--- config.mk ---
export PLATFORM = sky130hd
export DESIGN_NAME = alu_operand_stage
export DESIGN_NICKNAME = d
export VERILOG_FILES = /design/src/rtl/alu_operand_stage.sv
export SDC_FILE = /design/constraint.sdc
export NUM_CORES = 1
export LEC_CHECK = 0
export ABC_AREA = 1
export CAP_MARGIN = 5
export CORE_MARGIN = 4
export CORE_UTILIZATION = 45
export DETAILED_ROUTE_END_ITERATION = 10
export PLACE_DENSITY = 0.83
export SYNTH_ARGS = -nofsm -noshare
export SYNTH_HDL_FRONTEND = slang
export SYNTH_SLANG_ARGS = --single-unit
--- constraint.sdc ---
create_clock -name clk -period 1.5 [get_ports clk]
set_clock_uncertainty 0.2 [all_clocks]
set_input_delay 0.225 -clock clk [delete_from_list [all_inputs] [get_ports clk]]
set_output_delay 0.225 -clock clk [all_outputs]
set_load 0.005 [all_outputs]
--- src/rtl/alu_operand_stage.sv ---
// ALU operand stage: registers decoded ALU instructions in front of the ALU.
// Forms the B operand (register, sext imm5 or zext imm4), masks shift
// amounts, folds illegal opcodes to pass/zero and buffers results in a
// two-entry skid buffer. The main entry drives the ALU inputs directly.
module alu_operand_stage #(
  parameter int WIDTH = 16,
  parameter int OPW   = 3
) (
  input  logic             clk,
  input  logic             rst_n,
  input  logic             flush,
  input  logic             in_valid,
  output logic             in_ready,
  input  logic [OPW-1:0]   in_aluop,
  input  logic [WIDTH-1:0] in_sr1,
  input  logic [WIDTH-1:0] in_sr2,
  input  logic [5:0]       in_imm,
  input  logic [1:0]       in_bsel,
  input  logic [2:0]       in_dest,
  input  logic             in_setcc,
  output logic             out_valid,
  input  logic             out_ready,
  output logic [OPW-1:0]   out_aluop,
  output logic [WIDTH-1:0] out_a,
  output logic [WIDTH-1:0] out_b,
  output logic [2:0]       out_dest,
  output logic             out_setcc,
  output logic             err_illegal
);

  // ALU opcode encodings used by the operand logic.
  localparam logic [OPW-1:0] OP_PASS    = OPW'(3);
  localparam logic [OPW-1:0] OP_SLL     = OPW'(4);
  localparam logic [OPW-1:0] OP_SRL     = OPW'(5);
  localparam logic [OPW-1:0] OP_SRA     = OPW'(6);
  localparam logic [OPW-1:0] OP_ILLEGAL = OPW'(7);

  // B operand source selector.
  typedef enum logic [1:0] {
    BSEL_REG  = 2'd0,
    BSEL_SEXT = 2'd1,
    BSEL_ZEXT = 2'd2,
    BSEL_REG2 = 2'd3
  } bsel_e;

  // One buffered instruction as it will be presented to the ALU.
  typedef struct packed {
    logic [OPW-1:0]   aluop;
    logic [WIDTH-1:0] a;
    logic [WIDTH-1:0] b;
    logic [2:0]       dest;
    logic             setcc;
  } entry_t;

  entry_t main_q, main_d;
  entry_t skid_q, skid_d;
  logic   main_valid_q, main_valid_d;
  logic   skid_valid_q, skid_valid_d;
  logic   err_q, err_d;

  entry_t formed;
  logic   in_is_illegal;
  logic   in_fire;
  logic   main_free;

  // imm[5] is part of the instruction field but no operand uses it.
  logic unused_imm5;
  assign unused_imm5 = in_imm[5];

  // Ready depends on state only, so decode never sees a combinational path
  // from the downstream ready.
  assign in_ready  = ~skid_valid_q;
  assign in_fire   = in_valid & in_ready;
  assign main_free = ~main_valid_q | out_ready;

  assign in_is_illegal = (in_aluop == OP_ILLEGAL);

  // Build the ALU-ready entry from the incoming decoded instruction.
  always_comb begin
    // NOTE: every output gets a default first so no path leaves it unassigned and infers a latch.
    formed       = '0;
    formed.a     = in_sr1;
    formed.dest  = in_dest;
    formed.setcc = in_setcc;
    formed.aluop = in_aluop;

    unique case (bsel_e'(in_bsel))
      BSEL_SEXT: formed.b = {{(WIDTH-5){in_imm[4]}}, in_imm[4:0]};
      BSEL_ZEXT: formed.b = {{(WIDTH-4){1'b0}}, in_imm[3:0]};
      BSEL_REG,
      BSEL_REG2: formed.b = in_sr2;
      default:   formed.b = in_sr2;
    endcase

    // Shifts only ever use the low four bits as the shift amount.
    if (in_aluop == OP_SLL || in_aluop == OP_SRL || in_aluop == OP_SRA) begin
      formed.b = {{(WIDTH-4){1'b0}}, formed.b[3:0]};
    end

    // An illegal opcode becomes a harmless pass of zero.
    if (in_is_illegal) begin
      formed.aluop = OP_PASS;
      formed.b     = '0;
    end
  end

  // Next-state for the two-entry skid buffer and the sticky error flag.
  always_comb begin
    main_d       = main_q;
    skid_d       = skid_q;
    main_valid_d = main_valid_q;
    skid_valid_d = skid_valid_q;
    err_d        = err_q;

    if (flush) begin
      // Redirect: drop everything buffered and whatever arrives this cycle.
      main_valid_d = 1'b0;
      skid_valid_d = 1'b0;
    end else begin
      if (main_free) begin
        if (skid_valid_q) begin
          // Older skid entry moves up; in_ready was low so nothing new arrives.
          main_d       = skid_q;
          main_valid_d = 1'b1;
          skid_valid_d = 1'b0;
        end else if (in_fire) begin
          main_d       = formed;
          main_valid_d = 1'b1;
        end else begin
          main_valid_d = 1'b0;
        end
      end else if (in_fire) begin
        // Main is stalled: park the new entry in the skid slot.
        skid_d       = formed;
        skid_valid_d = 1'b1;
      end

      if (in_fire && in_is_illegal) begin
        err_d = 1'b1;
      end
    end
  end

  // State registers with synchronous active-low reset.
  always_ff @(posedge clk) begin
    if (!rst_n) begin
      // NOTE: data registers are reset too because the ALU inputs must read zero out of reset.
      main_q       <= '0;
      skid_q       <= '0;
      main_valid_q <= 1'b0;
      skid_valid_q <= 1'b0;
      err_q        <= 1'b0;
    end else begin
      // NOTE: sequential state uses non-blocking assignments so all registers update together.
      main_q       <= main_d;
      skid_q       <= skid_d;
      main_valid_q <= main_valid_d;
      skid_valid_q <= skid_valid_d;
      err_q        <= err_d;
    end
  end

  assign out_valid   = main_valid_q;
  assign out_aluop   = main_q.aluop;
  assign out_a       = main_q.a;
  assign out_b       = main_q.b;
  assign out_dest    = main_q.dest;
  assign out_setcc   = main_q.setcc;
  assign err_illegal = err_q;

endmodule

Word level (Yosys, flattened, before mapping)
Cells that the tools add are included.
{"block": "totals", "input_bits": 52, "regBits": 81}
{"block": "classes", "muxes": 8, "n_bitwise": 7, "reduce_logical": 11, "n_eq_ne": 7}
{"cell": "2-to-1 mux 39 bit", "n": 2}
{"cell": "one-hot mux 16 bit (3 select lines)", "n": 1}
{"cell": "2-to-1 mux 16 bit", "n": 2}
{"cell": "equality test 3 bit (second input constant)", "n": 4}
{"cell": "AND reduction 3 bit", "n": 2}
{"cell": "NOT 1 bit", "n": 5}
{"cell": "equality test 2 bit (second input constant)", "n": 2}
{"cell": "OR reduction 2 bit", "n": 2}
{"cell": "2-to-1 mux 3 bit", "n": 1}
{"cell": "OR reduction 3 bit", "n": 1}
{"cell": "equality test 2 x 1 -> 1 bit (second input constant)", "n": 1}
{"cell": "zero test 2 bit", "n": 1}
{"cell": "logical OR 1 bit", "n": 2}
{"cell": "2-to-1 mux 1 bit", "n": 2}
{"cell": "AND reduction 2 bit", "n": 1}
{"cell": "nonzero test 2 bit", "n": 1}
{"cell": "bitwise AND 1 bit", "n": 1}
{"cell": "logical AND 1 bit", "n": 1}
{"cell": "bitwise OR 1 bit", "n": 1}

Depth between registers and ports, before layout
Gate-level depths: netlist of the first run.
{"block": "logic_depth", "word_depth": 7, "depth_mapped": 10, "mapped_depth_nobuf": 9}

Worst setup path after synthesis of the first run
Ideal clock, no wire load.
{"block": "synth_timing", "path_kind": "in2reg", "start": "input port in_bsel[0]", "end": "register main_q (netlist bit out_b[0])", "n_path_buf": 2, "t_arrival_ns": 1.248, "required_time_ns": 1.230, "path_stages": 8, "slack_ns": -0.018, "cell_sequence": "inv_1 ha_1 clkbuf_1 buf_2 nand3_1 nand2_1 nand3_1 a21oi_1"}
{"block": "synth_between", "elab_chain_len": 7}
{"item": "start: declaration", "line": "18", "text": "input logic [1:0] in_bsel,"}
{"item": "equality test 2 bit or zero test 2 bit (tied branches)", "line": "87", "text": "unique case (bsel_e'(in_bsel))"}
{"item": "OR reduction 2 bit", "line": "87"}
{"item": "one-hot mux 16 bit (3 select lines) *", "line": "87"}
{"item": "2-to-1 mux 16 bit *", "line": "96", "text": "if (in_aluop == OP_SLL || in_aluop == OP_SRL || in_aluop == OP_SRA) begin"}
{"item": "2-to-1 mux 16 bit *", "line": "101", "text": "if (in_is_illegal) begin"}
{"item": "2-to-1 mux 39 bit *", "line": "126", "text": "end else if (in_fire) begin"}
{"item": "2-to-1 mux 39 bit *", "line": "121", "text": "if (skid_valid_q) begin"}
{"item": "end signal: assignment", "line": "155", "text": "main_q <= main_d;"}
{"item": "end: declaration", "line": "55", "text": "entry_t main_q, main_d;"}
Every way passes the cells marked *; elsewhere a longest branch is shown, timed or not. The select of a mux whose other input is x is not followed.
A chain may end at the register's enable or synchronous reset.

Worst setup path in the final report of the first run
{"block": "layout_timing", "start": "register skid_valid_q", "end": "register skid_q[9] (netlist name)"}
{"block": "layout_between", "elab_chain_len": 3}
{"item": "start: declaration", "line": "58", "text": "logic skid_valid_q, skid_valid_d;"}
{"item": "start signal: assignment", "line": "158", "text": "skid_valid_q <= skid_valid_d;"}
{"item": "NOT 1 bit", "line": "72", "text": "assign in_ready = ~skid_valid_q;"}
{"item": "bitwise AND 1 bit", "line": "73", "text": "assign in_fire = in_valid & in_ready;"}
{"item": "AND reduction 3 bit (no source line)"}
{"item": "end signal: assignment", "line": "156", "text": "skid_q <= skid_d;"}
{"item": "end: declaration", "line": "56", "text": "entry_t skid_q, skid_d;"}
Every way passes these cells.

==> results of run 1 <==
==> tightest hold or removal path: cells and delay by family, from the launching register on <==
| family | cells | cell delay (ns) |
|---|---|---|
| and+or+nand+nor | 1 | 0.06 |
| DFF | 1 | 0.31 |
| AOI/OAI and AO/OA | 1 | 0.05 |
==> worst max path at each step <==
stage / cells past startpoint / endpoint / start
final: 7 / skid_q[9]$_SDFFE_PN0P_ / skid_valid_q$_SDFFE_PP0N_
after global routing: 8 / skid_q[14]$_SDFFE_PN0P_ / skid_valid_q$_SDFFE_PP0N_
after CTS: 7 / skid_q[33]$_SDFFE_PN0P_ / skid_valid_q$_SDFFE_PP0N_
after detailed placement: 9 / out_b[14]$_SDFFE_PN0P_ / in_bsel[0]
after global placement: 9 / out_b[13]$_SDFFE_PN0P_ / in_bsel[0]
after floorplan: 8 / out_b[0]$_SDFFE_PN0P_ / in_bsel[0]
==> sequential cells by signal, indices dropped and copies added (netlist names) <==
signal	flops
err_illegal	1
out_a	16
out_aluop	3
out_b	16
out_dest	3
out_setcc	1
out_valid	1
skid_q	39
skid_valid_q	1
==> metal layers <==
metal	GRT usage (%)	routed length, um	part of all wire (%)
met5	0	0	0
met4	8.08	244	2.0
met3	2.98	680	5.6
met2	35.8	6120	50
met1	26.3	5110	42
==> synthesized netlist by cell type (all sizes together) (2+ instances only) <==
library cell / n
nand2: 206
nor2: 87
dfxtp: 81
inv: 70
a21oi: 54
o21ai: 27
nand4: 23
clkbuf: 22
nand3: 22
buf: 18
ha: 2
==> kinds of logic after synthesis <==
group / Yosys count / synth area share [%]
AOI/OAI and AO/OA: 82 / 10.6
adders and majority gates: 2 / 0.643
buffers and inverters: 111 / 11.8
DFF: 81 / 41.7
and+or+nand+nor: 340 / 35.3
==> where the power goes <==
| group | switching [mW] | total (mW) | internal (mW) |
|---|---|---|---|
| Sequential | 0.0398 | 2.27 | 2.23 |
| Clock | 0.806 | 2.12 | 1.31 |
| Combinational | 0.418 | 0.825 | 0.407 |
==> area by class of cell <==
class / instances / area, um2
multi-input combinational: 425 / 1980
clock inverter: 5 / 128
tap: 105 / 131
inverter: 71 / 279
clock buffer: 10 / 138
sequential: 81 / 1650
timing repair buffer: 133 / 1360
fill: 658 / 2640
==> timing repair <==
action,in CTS,in global routing
hold buffers,0,0
buffers inserted,1,1
endpoints found under the setup margin,97,57
cloned,2,6
resized for setup,73,69
pin swaps,3,3
==> flow_summary.json, run 1 <==
{
  "rr_startpoint": "skid_valid_q$_SDFFE_PP0N_",
  "rsz0062_at_grt": "true",
  "final_hold_viol_count": 0,
  "worst_ep_required_time_ns": 1.54,
  "grt_start_max_net_pins": 40,
  "dp_hpwl_um": 7350,
  "antenna_cells": 0,
  "rows": 33,
  "start_util_pct": 46.9,
  "path_common_cell": "nand2_4",
  "die_area_um2": 10200,
  "critPathCaptureType": "flip-flop",
  "drtIter0Drc": 296,
  "synth-seq-cells": 81,
  "coreArea_um2": 8300,
  "ir_drop_mv": 0.573,
  "drv_cap": 0,
  "async_flop_share_pct": 0,
  "startpoint_type": "flip-flop",
  "critPathMaxStageDelay_ns": 0.37,
  "total_power_mw": 5.21,
  "dpl_cell_area_um2": 5050,
  "postLayoutCoreUtil_pct": 68.2,
  "grt_antenna_before_repair": 0,
  "syn2layout_area_growth_pct": 45.5,
  "hp-start": "out_a[9]$_SDFFE_PN0P_",
  "firstDrtPassIters": 5,
  "cts-root-buf": "clkbuf_8",
  "ctsLongestPathBuffers": 2,
  "r2r_cells": 7,
  "fin_crit_sh_pct": 104,
  "path_delay_family": "simple AND/OR/NAND/NOR gates",
  "synth_cells": 616,
  "die_x_um": 101,
  "wl_per_cell_um": 14.6,
  "ant_nets": 0,
  "cpMaxStageDelayCell": "dfxtp_4",
  "synth_warnings": 0,
  "crit_buf_inv": 2,
  "holdWs_ns": 0.265,
  "relSlewSlack_pct": 78.4,
  "hold_path.class": "reg2reg",
  "final_common_cell": "nand2_1",
  "worst_slew_pin_slew_ns": 0.324,
  "cp_max_fo": 9,
  "fmax_ghz": 0.642,
  "numCtsBuffers": 9,
  "num_vias": 4323,
  "worstPathCellList": "inv_8 -> nand2_4 -> nor2_4 -> nand2_4 -> clkbuf_16 -> a21oi_2 -> nor2_2",
  "track_usage_pct": 20.9,
  "syn_area_um2": 3890,
  "reg2reg_slack_ns": -0.06,
  "via_per_inst": 5.21,
  "timing.rr.end": "skid_q[9]$_SDFFE_PN0P_",
  "dp_cells": 805,
  "cts_tree": "yes",
  "syn_nets": 670,
  "worstHoldEndpoint": "out_a[9]$_SDFFE_PN0P_",
  "yosysTopAreaCell": "dfxtp_1",
  "nNetsFinal": 775,
  "postSynthAreaPerCell_um2": 6.32,
  "slew_viol_final": 0,
  "numPortBuffers": 92,
  "ys_types": 23,
  "cts.clk_slew.worst_paths_ns": 0.09,
  "leakage_nw": 2.89,
  "dp_slack_ns": -0.555,
  "layout_setup_ws_ns": -0.0577,
  "layout-drive-gt1-share_pct": 16.0,
  "wl_um": 12100,
  "die_h_um": 101,
  "violations": "negative setup slack",
  "seq_area_frac_synth_pct": 41.7,
  "route.detailed.drc": 0,
  "grt_pass1_vias": 3887,
  "synth_top_area_share_pct": 41.7,
  "gp_congestion": 0.896,
  "final_cell_mix": "nand2_1, nor2_1, inv_1",
  "status": "finished with violations",
  "final_cells": 830,
  "overflow": 0,
  "io_pins": 94,
  "setup_violations": 7,
  "clkSinkCount": 81,
  "whs_path_depth": 2,
  "postLayoutCellArea_um2": 5660,
  "synth_flop_cell": "dfxtp_1",
  "synth_edf_count": 0,
  "finalCriticalPeriod_ns": 1.56,
  "finalSetupTns_ns": -0.112,
  "yosys-top-cells-area": "dfxtp_1, nand2_1, nor2_1, a21oi_1, inv_1",
  "grt_pass1_wl_um": 17400,
  "power.density_nw_per_um2": 921,
  "crit_type": "reg2reg",
  "arrival_ns": 1.59,
  "h-tree-depth": 3,
  "clkLatencyLatePin_ns": 0.34
}
Power figures use the tool's default switching activity.
==> run 2: changes to the inputs <==
--- a/config.mk
+++ b/config.mk
@@ -8,9 +8,10 @@
 export ABC_AREA = 1
 export CAP_MARGIN = 5
 export CORE_MARGIN = 4
-export CORE_UTILIZATION = 45
+export CORE_UTILIZATION = 50
 export DETAILED_ROUTE_END_ITERATION = 10
-export PLACE_DENSITY = 0.83
+export PLACE_DENSITY = 0.87
+export REMOVE_ABC_BUFFERS = 1
 export SYNTH_ARGS = -nofsm -noshare
 export SYNTH_HDL_FRONTEND = slang
 export SYNTH_SLANG_ARGS = --single-unit
==> constraint.sdc (replaced) <==
create_clock -name clk -period 1.75 [get_ports clk]
set_clock_uncertainty 0.2 [all_clocks]
set_input_delay 0.2625 -clock clk [delete_from_list [all_inputs] [get_ports clk]]
set_output_delay 0.2625 -clock clk [all_outputs]
set_load 0.005 [all_outputs]
==> run 2 against run 1 <==
Compared with the run above: the flow now finishes without violations; final area down 6.5%; sequential share of layout area up 1.6 points; combinational power decreased by 21%; core utilization is 3.2 points higher; hold slack improved by 0.0048 ns; critical path type is now reg2out; critical endpoint is now out_aluop[1]; largest cell class unchanged.
==> flow_summary.json, run 2 (same netlist as run 1, synthesis figures left out) <==
{
  "grt_antenna_before_repair": 0,
  "final_hold_viol_count": 0,
  "drtIter0Drc": 180,
  "nNetsFinal": 764,
  "cts-root-buf": "clkbuf_8",
  "die_x_um": 96.2,
  "ant_nets": 0,
  "fin_crit_sh_pct": 97.5,
  "die_h_um": 96.2,
  "dp_hpwl_um": 6820,
  "track_usage_pct": 23.3,
  "cpMaxStageDelayCell": "clkdlybuf4s50_1",
  "io_pins": 94,
  "via_per_inst": 5.06,
  "leakage_nw": 2.55,
  "grt_pass1_wl_um": 17100,
  "die_area_um2": 9260,
  "largest_register_ffs": 39,
  "multiInputGateArea_um2": 1820,
  "wl_um": 10400,
  "dpl_cell_area_um2": 5030,
  "firstDrtPassIters": 6,
  "startpoint_type": "flip-flop",
  "worstPathCellList": "clkdlybuf4s50_1",
  "worst_ep_required_time_ns": 1.29,
  "power.density_nw_per_um2": 786,
  "num_vias": 4120,
  "antenna_cells": 0,
  "rows": 31,
  "wl_per_cell_um": 12.8,
  "slew_viol_final": 0,
  "final_cell_mix": "nand2_1, clkdlybuf4s50_1, nor2_1",
  "critPathMaxStageDelay_ns": 0.52,
  "overflow": 0,
  "drv_cap": 0,
  "clkSinkCount": 81,
  "hold_path.class": "reg2reg",
  "rsz0062_at_grt": "false",
  "worst_slew_pin_slew_ns": 0.441,
  "start_util_pct": 52.5,
  "route.detailed.drc": 0,
  "numCtsBuffers": 9,
  "ctsLongestPathBuffers": 2,
  "postLayoutCellArea_um2": 5290,
  "layout-drive-gt1-share_pct": 7.69,
  "final_common_cell": "nand2_1",
  "path_delay_family": "buffers and inverters",
  "gp_congestion": 0.796,
  "fmax_ghz": 0.586,
  "num-fill-cells": 593,
  "coreArea_um2": 7410,
  "arrival_ns": 1.24,
  "crit_buf_inv": 1,
  "cp_max_fo": 2,
  "status": "finished, final reports clean",
  "relSlewSlack_pct": 70.6,
  "ir_drop_mv": 0.410,
  "setup_violations": 0,
  "grt_start_max_net_pins": 40,
  "cts_tree": "yes",
  "finalCriticalPeriod_ns": 1.71,
  "regArea_um2": 1620,
  "h-tree-depth": 3,
  "cts.clk_slew.worst_paths_ns": 0.09,
  "numPortBuffers": 92,
  "clkLatencyLatePin_ns": 0.36,
  "critPathCaptureType": "output pin",
  "largest-register": "skid_q",
  "crit_type": "reg2out",
  "grt_pass1_vias": 3919,
  "holdWs_ns": 0.270,
  "syn2layout_area_growth_pct": 36.0
}
run 2: repair_timing:
action / 4_1_cts / 5_1_grt
hold buffers: 0 / 0
resized for setup: 1 / 6
pin swaps: 0 / 0
hold endpoints to repair: 0 / 0
setup endpoints to repair: 1 / 26
buffers inserted: 3 / 0
run 2: layer usage:
metal,share of wire [%],vias to the layer above,global-route usage [%]
met3,8.2,21,4.38
met2,49,183,42.0
met4,1.6,0,7.82
met1,41,1824,27.5
met5,0,-,0
li1,-,2092,-
run 2: area by class of cell:
cell class	count	area share, %
Clock buffer	10	2.60
Clock inverter	6	1.68
Inverter	71	5.13
Multi-Input combinational cell	424	34.3
Sequential cell	81	30.7
Tap cell	99	2.34
Timing Repair Buffer	123	23.3
run 2: final timing paths:
check / to / from / slack [ns] / cells past startpoint
worst min-delay path: out_a[9]$_SDFFE_PN0P_ / out_a[9]$_SDFFE_PN0P_ / 0.27 / 2
worst max register to register: out_a[11]$_SDFFE_PN0P_ / skid_valid_q$_SDFFE_PP0N_ / 0.12 / 7
worst max-delay path: out_aluop[1] / out_aluop[1]$_SDFFE_PN0P_ / 0.04 / 1
worst min register to register: out_a[9]$_SDFFE_PN0P_ / out_a[9]$_SDFFE_PN0P_ / 0.27 / 2
run 2: per-stage QoR:
| stage | total power [mW] | setup WS, ns | utilization [%] | std cells | setup TNS (ns) |
|---|---|---|---|---|---|
| 6_report | 4.16 | 0.0436 | 71.5 | 814 | 0 |
| 5_1_grt | 4.33 | 0.00481 | 71.5 | 814 | 0 |
| 4_1_cts | 4.17 | 0.00335 | 71.3 | 814 | 0 |
| 3_5_place_dp | 2.63 | -0.193 | 67.9 | 795 | -7.91 |
| 3_3_place_gp | 2.62 | -0.158 | 67.9 | 795 | -6.50 |
| 2_1_floorplan | 2.26 | -1.47 | - | 576 | -102.90 |
run 2: power breakdown:
| group | leakage [nW] | total [mW] | internal (mW) | switching, mW |
|---|---|---|---|---|
| Clock | 0.109 | 1.56 | 0.845 | 0.715 |
| Sequential | 0.660 | 1.95 | 1.91 | 0.0359 |
| Combinational | 1.78 | 0.654 | 0.343 | 0.311 |
| Total | 2.55 | 4.16 | 3.10 | 1.06 |
==> run 3: changes to the inputs <==
--- a/config.mk
+++ b/config.mk
@@ -7,11 +7,12 @@
 export LEC_CHECK = 0
 export ABC_AREA = 1
 export CAP_MARGIN = 5
-export CORE_MARGIN = 4
+export CORE_MARGIN = 2
 export CORE_UTILIZATION = 50
 export DETAILED_ROUTE_END_ITERATION = 10
 export PLACE_DENSITY = 0.87
 export REMOVE_ABC_BUFFERS = 1
+export SLEW_MARGIN = 20
 export SYNTH_ARGS = -nofsm -noshare
 export SYNTH_HDL_FRONTEND = slang
 export SYNTH_SLANG_ARGS = --single-unit
==> run 3 against run 2 <==
Compared with the run above: core utilization fell by 3.3 points; worst setup slack improved by 0.0055 ns; sequential cell count did not move; die area fell by 8.1%; register-to-register slack improved by 0.02 ns; first-iteration DRC count fell by 14%; critical path type unchanged; routed wire length fell by 7.1%; largest power group unchanged; highest routed layer unchanged; sequential share of layout area rose by 0.45 points; critical endpoint is now in_ready.
==> flow_summary.json, run 3 (same netlist as run 1, synthesis figures left out) <==
{
  "num-fill-cells": 632,
  "via_per_inst": 5.02,
  "worst_slew_pin_slew_ns": 0.419,
  "die_h_um": 92.2,
  "worst_ep_required_time_ns": 1.29,
  "hp-start": "out_a[10]$_SDFFE_PN0P_",
  "ir_drop_mv": 0.438,
  "layout_setup_ws_ns": 0.0491,
  "final_hold_viol_count": 0,
  "r2r_cells": 8,
  "cts_tree": "yes",
  "rsz0062_at_grt": "false",
  "largest_register_ffs": 39,
  "route.detailed.drc": 0,
  "rr_startpoint": "skid_valid_q$_SDFFE_PP0N_",
  "clockPowerShare_pct": 35.7,
  "critPathCaptureType": "output pin",
  "relSlewSlack_pct": 72.0,
  "setup_violations": 0,
  "finalCriticalPeriod_ns": 1.70,
  "dp_hpwl_um": 6630,
  "fmax_ghz": 0.588,
  "cp_max_fo": 2,
  "die_area_um2": 8510,
  "overflow": 0,
  "final_cell_mix": "nand2_1, clkdlybuf4s50_1, nor2_1",
  "startpoint_type": "flip-flop",
  "drv_cap": 0,
  "track_usage_pct": 23.5,
  "dpl_cell_area_um2": 4990,
  "crit_type": "reg2out",
  "postLayoutCellArea_um2": 5210,
  "firstDrtPassIters": 5,
  "status": "finished, final reports clean",
  "p_switching_mw": 1.04,
  "rows": 32,
  "timing.rr.end": "skid_q[2]$_SDFFE_PN0P_",
  "grt_start_max_net_pins": 40,
  "worstHoldEndpoint": "out_a[10]$_SDFFE_PN0P_",
  "final_common_cell": "nand2_1",
  "seq_power_share_pct": 48.3,
  "wl_um": 9680,
  "clkLatencyLatePin_ns": 0.34,
  "start_util_pct": 50.9,
  "slew_viol_final": 0,
  "drtIter0Drc": 155,
  "grt_antenna_before_repair": 0,
  "arrival_ns": 1.24,
  "multiInputGateArea_um2": 1820,
  "regArea_um2": 1620,
  "grt_pass1_vias": 3762,
  "finalSetupTns_ns": 0,
  "reg2reg_slack_ns": 0.14,
  "clkSinkCount": 81,
  "grt_pass1_wl_um": 16400,
  "numCtsBuffers": 9,
  "layout-drive-gt1-share_pct": 6.90,
  "cts.clk_slew.worst_paths_ns": 0.08,
  "largest-register": "skid_q",
  "num_vias": 4077,
  "total_power_mw": 4.03,
  "whs_path_depth": 2,
  "ant_nets": 0,
  "dp_slack_ns": -0.204,
  "antenna_cells": 0,
  "coreArea_um2": 7650,
  "syn2layout_area_growth_pct": 33.9,
  "io_pins": 94,
  "cts-root-buf": "clkbuf_8",
  "p_comb_share_pct": 16.0,
  "power.density_nw_per_um2": 772,
  "p_int_mw": 2.99,
  "numPortBuffers": 92,
  "hold_path.class": "reg2reg",
  "h-tree-depth": 3,
  "nNetsFinal": 759,
  "fin_crit_sh_pct": 97.2,
  "die_x_um": 92.2,
  "ctsLongestPathBuffers": 2,
  "gp_congestion": 0.817,
  "wl_per_cell_um": 11.9,
  "p_sw_share_pct": 25.8,
  "leakage_nw": 2.49
}
## run 3: cell types whose count changed in the layout (fill, tap and decap cells not counted), moves of 2 or more
| cell | before | now |
|---|---|---|
| buf_12 | 6 | 4 |
| dlymetal6s2s_1 | 2 | 0 |
| buf_4 | 25 | 22 |
| clkdlybuf4s50_1 | 90 | 92 |
## run 3: how the worst max path moves through the flow
stage,from,endpoint,slack (ns),depth (start not counted)
2_1_floorplan,skid_valid_q$_SDFFE_PP0N_,skid_q[0]$_SDFFE_PN0P_,-1.47,7
3_3_place_gp,in_bsel[0],out_b[5]$_SDFFE_PN0P_,-0.17,10
3_5_place_dp,in_bsel[0],out_b[6]$_SDFFE_PN0P_,-0.20,10
4_1_cts,skid_valid_q$_SDFFE_PP0N_,in_ready,0.04,2
5_1_grt,skid_valid_q$_SDFFE_PP0N_,skid_q[32]$_SDFFE_PN0P_,0.008,8
6_report,skid_valid_q$_SDFFE_PP0N_,in_ready,0.05,2
## run 3: power groups by stage
stage	registers [mW]	clock network (mW)	logic [mW]
finish	1.94	1.44	0.645
global route	1.95	1.53	0.717
CTS	1.94	1.46	0.643
detailed placement	1.99	0	0.638
global placement	1.98	0	0.621
floorplan	1.99	0	0.268
## run 3: critical path: stages (launching register included)
cell	delay, ns
dfxtp_1	0.33
inv_2	0.07
clkdlybuf4s50_1	0.49
## run 3: cell type report
type,instances,share of cell area [%]
Inverter,71,5.16
Tap cell,102,2.45
Sequential cell,81,31.1
Timing Repair Buffer,118,22.4
Multi-Input combinational cell,424,34.8
Clock inverter,5,1.20
Clock buffer,11,2.90
## run 3: timing repair
| action | CTS | global route |
|---|---|---|
| setup buffers | 1 | 0 |
| gates cloned | 0 | 0 |
| setup endpoints to repair | 1 | 15 |
| gates resized for setup | 0 | 3 |
| hold buffers | 0 | 0 |
## run 3: per-layer routing
metal / routed length, um / vias up / track usage [%]
met5: 0 / - / 0
met4: 140 / 0 / 10.1
met3: 651 / 13 / 3.53
met2: 4730 / 166 / 41.1
met1: 4160 / 1820 / 28.5
li1: - / 2078 / -
## run 3: through the flow
step / hold slack (ns) / util [%] / instances
2_1_floorplan: 0.185 / - / 576
4_1_cts: 0.267 / 68.1 / 812
6_report: 0.268 / 68.2 / 812
3_3_place_gp: 0.251 / 65.2 / 795
3_5_place_dp: 0.255 / 65.2 / 795
5_1_grt: 0.282 / 68.2 / 812
